### config.mk
export PLATFORM = sky130hd
export DESIGN_NAME = alu_exec
export DESIGN_NICKNAME = d
export VERILOG_FILES = /design/src/rtl/alu_exec.sv
export SDC_FILE = /design/constraint.sdc
export NUM_CORES = 1
export LEC_CHECK = 0
export CORE_AREA = 2 2 150 262
export DETAILED_ROUTE_END_ITERATION = 6
export DIE_AREA = 0 0 152 264
export HOLD_SLACK_MARGIN = 0.15
export PLACE_DENSITY = 0.56
export REMOVE_ABC_BUFFERS = 1
export SETUP_SLACK_MARGIN = 0.5
export SYNTH_ARGS = -nofsm -noshare
export SYNTH_HDL_FRONTEND = slang
export SYNTH_SLANG_ARGS = --single-unit
export TNS_END_PERCENT = 50
### constraint.sdc
create_clock -name clk -period 4.7 [get_ports clk]
set_input_delay 0.47 -clock clk [delete_from_list [all_inputs] [get_ports clk]]
set_output_delay 0.47 -clock clk [all_outputs]
set_load 0.1 [all_outputs]
### src/rtl/alu_exec.sv
// Execution unit behind alu_control: single-cycle ADD/SUB/AND/OR and an iterative
// radix-2 shift-add multiplier, with a registered result and a start/done handshake.
module alu_exec #(
   parameter int WIDTH = 32
) (
   input  logic             clk,
   input  logic             rst_n,
   input  logic             start,
   input  logic [3:0]       ctrl_command,
   input  logic [WIDTH-1:0] operand_a,
   input  logic [WIDTH-1:0] operand_b,
   output logic [WIDTH-1:0] result,
   output logic [WIDTH-1:0] result_hi,
   output logic             zero,
   output logic             overflow,
   output logic             busy,
   output logic             done
);

   localparam int CNT_W = $clog2(WIDTH + 1);

   localparam logic [3:0] OP_ADD = 4'd0;
   localparam logic [3:0] OP_SUB = 4'd1;
   localparam logic [3:0] OP_MUL = 4'd2;
   localparam logic [3:0] OP_AND = 4'd3;
   localparam logic [3:0] OP_OR  = 4'd4;

   typedef enum logic [0:0] {
      S_IDLE    = 1'b0,
      S_MUL_RUN = 1'b1
   } state_e;

   state_e           state_q;
   logic [CNT_W-1:0] count_q;
   logic [WIDTH-1:0] mcand_q;
   logic [WIDTH-1:0] acc_hi_q;
   logic [WIDTH-1:0] acc_lo_q;
   logic [WIDTH-1:0] result_q;
   logic [WIDTH-1:0] result_hi_q;
   logic             zero_q;
   logic             overflow_q;
   logic             busy_q;
   logic             done_q;

   logic [WIDTH-1:0] add_sum;
   logic [WIDTH-1:0] sub_diff;
   logic             add_ovf;
   logic             sub_ovf;
   logic [WIDTH-1:0] alu_res_d;
   logic             alu_ovf_d;
   logic [WIDTH:0]   partial_d;
   logic [WIDTH-1:0] acc_hi_d;
   logic [WIDTH-1:0] acc_lo_d;

   // Single-cycle datapath; unlisted opcodes fall through to ADD.
   always_comb begin
      add_sum  = operand_a + operand_b;
      sub_diff = operand_a - operand_b;
      add_ovf  = (operand_a[WIDTH-1] == operand_b[WIDTH-1]) &&
                 (add_sum[WIDTH-1] != operand_a[WIDTH-1]);
      sub_ovf  = (operand_a[WIDTH-1] != operand_b[WIDTH-1]) &&
                 (sub_diff[WIDTH-1] != operand_a[WIDTH-1]);
      alu_res_d = add_sum;
      alu_ovf_d = add_ovf;
      case (ctrl_command)
         OP_ADD: begin
            alu_res_d = add_sum;
            alu_ovf_d = add_ovf;
         end
         OP_SUB: begin
            alu_res_d = sub_diff;
            alu_ovf_d = sub_ovf;
         end
         OP_AND: begin
            alu_res_d = operand_a & operand_b;
            alu_ovf_d = 1'b0;
         end
         OP_OR: begin
            alu_res_d = operand_a | operand_b;
            alu_ovf_d = 1'b0;
         end
         default: begin
            alu_res_d = add_sum;
            alu_ovf_d = add_ovf;
         end
      endcase
   end

   // One multiplier iteration: the multiplier sits in acc_lo and is consumed LSB first
   // while product bits shift in from the top, so {acc_hi,acc_lo} ends as the product.
   always_comb begin
      partial_d = {1'b0, acc_hi_q};
      if (acc_lo_q[0]) begin
         partial_d = {1'b0, acc_hi_q} + {1'b0, mcand_q};
      end
      acc_hi_d = partial_d[WIDTH:1];
      acc_lo_d = {partial_d[0], acc_lo_q[WIDTH-1:1]};
   end

   always_ff @(posedge clk or negedge rst_n) begin
      if (!rst_n) begin
         state_q     <= S_IDLE;
         count_q     <= '0;
         mcand_q     <= '0;
         acc_hi_q    <= '0;
         acc_lo_q    <= '0;
         result_q    <= '0;
         result_hi_q <= '0;
         zero_q      <= 1'b0;
         overflow_q  <= 1'b0;
         busy_q      <= 1'b0;
         done_q      <= 1'b0;
      end else begin
         done_q <= 1'b0;
         case (state_q)
            S_IDLE: begin
               if (start) begin
                  if (ctrl_command == OP_MUL) begin
                     mcand_q  <= operand_a;
                     acc_lo_q <= operand_b;
                     acc_hi_q <= '0;
                     count_q  <= CNT_W'(WIDTH);
                     busy_q   <= 1'b1;
                     state_q  <= S_MUL_RUN;
                  end else begin
                     result_q    <= alu_res_d;
                     result_hi_q <= '0;
                     zero_q      <= (alu_res_d == '0);
                     overflow_q  <= alu_ovf_d;
                     done_q      <= 1'b1;
                  end
               end
            end
            S_MUL_RUN: begin
               acc_hi_q <= acc_hi_d;
               acc_lo_q <= acc_lo_d;
               count_q  <= count_q - CNT_W'(1);
               if (count_q == CNT_W'(1)) begin
                  result_q    <= acc_lo_d;
                  result_hi_q <= acc_hi_d;
                  zero_q      <= (acc_lo_d == '0);
                  overflow_q  <= 1'b0;
                  done_q      <= 1'b1;
                  busy_q      <= 1'b0;
                  state_q     <= S_IDLE;
               end
            end
            default: state_q <= S_IDLE;
         endcase
      end
   end

   assign result    = result_q;
   assign result_hi = result_hi_q;
   assign zero      = zero_q;
   assign overflow  = overflow_q;
   assign busy      = busy_q;
   assign done      = done_q;

endmodule

==> results of run 1 <==
==> cell usage after synthesis, drive strengths merged (24+ instances only) <==
cell and n:
o21ai 164, nor3 28, inv 112, mux2i 24, nor2 139, a21oi 145
a22oi 31, dfrtp 171, clkbuf 76, ha 129, nand2 232, a21o 53
==> through the flow <==
stage | instances | hold WS, ns | setup WS, ns
2_1_floorplan | 1628 | 0.174 | -2.60
3_3_place_gp | 2319 | 0.452 | 0.0677
3_5_place_dp | 2319 | 0.458 | 0.0262
4_1_cts | 2351 | 0.474 | 0.505
5_1_grt | 2352 | 0.484 | 0.493
6_report | 2352 | 0.465 | 0.647
==> final cells by class <==
type                    count  area share [%]
multi-input cells        1343            53.1
flip-flops and latches    171            25.6
repair buffers            208            11.5
well taps                 485            3.63
inverters                 114            2.56
clock buffers              17            2.54
clock inverters            14            1.09
==> sequential cells by signal, summed over array words and instances, names as in the netlist <==
register	cells
acc_hi_q	32
acc_lo_q	32
busy	1
count_q	6
done	1
mcand_q	32
overflow	1
result	32
result_hi	32
state_q	1
zero	1
==> path summary, 6_finish.rpt <==
check	cells past startpoint	start	to	slack, ns
setup / recovery	15	operand_a[8]	zero	0.65
hold / removal	2	result_hi[22]	result_hi[22]	0.46
setup reg to reg	14	acc_hi_q[0]	acc_hi_q[29]	1.13
hold reg to reg	2	result_hi[22]	result_hi[22]	0.46
max in group asynchronous	3	rst_n	state_q	3.05
min in group asynchronous	2	rst_n	mcand_q[7]	0.54
==> tightest hold or removal path, delay by kind of cell (launching register included) <==
family / cells / cell delay (ns)
and+or+nand+nor: 2 / 0.10
DFF: 1 / 0.34
==> power breakdown <==
group	switching (mW)	internal, mW	total, mW
Sequential	0.634	2.08	2.71
Combinational	3.90	1.84	5.74
Clock	0.682	0.808	1.49
Total	5.22	4.73	9.94
==> timing repair <==
action / 4_1_cts / 5_1_grt
gates resized for setup: 1 / 15
pin swaps: 0 / 2
setup buffers: 0 / 1
gates cloned: 0 / 0
hold buffers: 1 / 0
endpoints found under the setup margin: 1 / 2
endpoints found under the hold margin: 51 / 0
==> cell families (layout without fill, tap and decap cells) <==
group,count (synthesis),in the layout
AO/OA/AOI/OAI,606,606
buffers and inverters,210,353
flip-flops,171,171
adder cells (fa/ha/maj),132,132
AND/OR/NAND/NOR,543,543
multiplexers,31,31
XOR/XNOR,31,31
==> metal layers <==
layer | vias up | track usage [%]
li1 | 6469 | -
met1 | 6721 | 30.8
met2 | 419 | 49.8
met3 | 134 | 2.30
met4 | 0 | 12.6
met5 | - | 0
==> impl_metrics.env, run 1 <==
export IMPL_synth_yosys_seq_area_share_pct=30.8
export IMPL_met2_length_um=28600
export IMPL_multi_input_area_sq_um=8880
export IMPL_rsz0062_at_grt="yes"
export IMPL_track_usage_pct=26.8
export IMPL_final_area_sq_um=16700
export IMPL_die_h_um=264
export IMPL_startpoint_type="input port"
export IMPL_drt_iter0_drc=930
export IMPL_worstPathCellList="clkdlybuf4s50_1 -> inv_1 -> ha_1 -> a211oi_2 -> a22oi_1 -> a21oi_1 -> a21boi_2 -> o211ai_1 -> buf_4 -> o21ai_0 -> a221o_1 -> a221o_1 -> nor4_2 -> nand4_1 -> o31ai_2"
export IMPL_synth_area_leaders="dfrtp_1, ha_1, nand2_1, o21ai_0, a21oi_1"
export IMPL_synth_xor_xnor_area_share_pct=1.96
export IMPL_max_stage_delay_ns=0.52
export IMPL_grt_pass1_wl_um=82800
export IMPL_syn_inst=1724
export IMPL_cts_sinks=171
export IMPL_final_nets=2058
export IMPL_fill_cells=3855
export IMPL_cts_clk_slew_worst_paths_ns=0.07
export IMPL_grt_pass1_vias=13736
export IMPL_via_per_inst=5.84
export IMPL_worst_pin_slew_ns=1.01
export IMPL_slowest_stage="clkdlybuf4s50_1"
export IMPL_drc=0
export IMPL_antenna_found_initial=0
export IMPL_placed_area_sq_um=16000
export IMPL_cts_buffers=17
export IMPL_dpl_hpwl_um=42700
export IMPL_synth_main_ff_cell="dfrtp_1"
export IMPL_io_buffers=138
export IMPL_fin_tns_setup_ns=0
export IMPL_drt_pass1_iterations=6
export IMPL_synth_edf_count=0
export IMPL_overflow=0
export IMPL_p_leak_nw=7.73
export IMPL_vias=13743
export IMPL_rows=95
export IMPL_p_total_mw=9.94
export IMPL_synth_top_area_share_pct=30.8
export IMPL_final_hold_viol_count=0
export IMPL_core_sq_um=38200
export IMPL_ant_nets=0
export IMPL_start_util_pct=36.4
export IMPL_fin_crit_sh_pct=86.2
export IMPL_clock_skew_ns=0.0129
export IMPL_antenna_cells=0
export IMPL_critPathRequiredTime_ns=5.06
export IMPL_synth_simple_area_share_pct=18.1
export IMPL_clk_latency_ns=0.45
export IMPL_synth_compound_area_share_pct=28.8
export IMPL_grt_max_degree=121
export IMPL_synth_largest_area_cell="dfrtp_1"
export IMPL_wire_per_inst_um=23.3
export IMPL_crit_family="compound AO/OA/AOI/OAI gates"
export IMPL_cp_arrival_ns=4.41
export IMPL_synthToLayoutAreaGrowth_pct=20.5
export IMPL_synthMuxAreaShare_pct=2.30
export IMPL_cp_end_kind="register"
export IMPL_fin_crit_ns=4.05
export IMPL_syn_cell_area_sq_um=13900
export IMPL_htree_levels=4
export IMPL_path_max_fanout=8
export IMPL_timing_fmax_mhz=247
export IMPL_layout_area_seq_sq_um=4280
export IMPL_yosysWarnings=0
export IMPL_met3WireLength_um=1850
export IMPL_die_x_um=152
export IMPL_avgSynthCellArea_sq_um=8.05
export IMPL_worst_setup_path_type="in -> reg"
export IMPL_ys_types=92
export IMPL_crit_top_cell="a221o_1"
export IMPL_maxCapViolCount=0
export IMPL_synthArstFlopShare_pct=100
export IMPL_wl_met1_um=21400
export IMPL_p_per_area_nw_per_um2=594
export IMPL_dr_max_layer_used="met4"
export IMPL_hp_class="reg -> reg"
export IMPL_utilization_pct=43.8
export IMPL_io_pins=139
export IMPL_setup_violations=0
export IMPL_synth_fa_ha_area_share_pct=12.1
export IMPL_layout_common_cells="nand2_1, dfrtp_1, o21ai_0"
export IMPL_drive_gt1_share_pct=8.68
export IMPL_ys_ff_latch=171
export IMPL_cts_root_buf="clkbuf_16"
export IMPL_outcome="finished clean"
export IMPL_synth_top_family_by_area="compound AO/OA/AOI/OAI gates"
export IMPL_dieArea_sq_um=40100
export IMPL_crit_buf_inv=3
export IMPL_drt_wl_total_um=54800
export IMPL_gp_congestion=0.999
export IMPL_final_common_cell="nand2_1"
export IMPL_clockBufferDepth=2
export IMPL_cts_tree="done"
export IMPL_slew_violations=0
export IMPL_ir_drop_v=0.000298
export IMPL_maxSlewHeadroom_pct=32.2
No activity file was read; power rests on OpenSTA's default activity.
==> inputs of run 2 (changes only) <==
--- a/config.mk
+++ b/config.mk
@@ -5,6 +5,7 @@
 export SDC_FILE = /design/constraint.sdc
 export NUM_CORES = 1
 export LEC_CHECK = 0
+export ABC_AREA = 0
 export CORE_AREA = 2 2 150 262
 export DETAILED_ROUTE_END_ITERATION = 6
 export DIE_AREA = 0 0 152 264
==> results of run 2 <==
Final layout, timing and power as in run 1 (identical DEF).
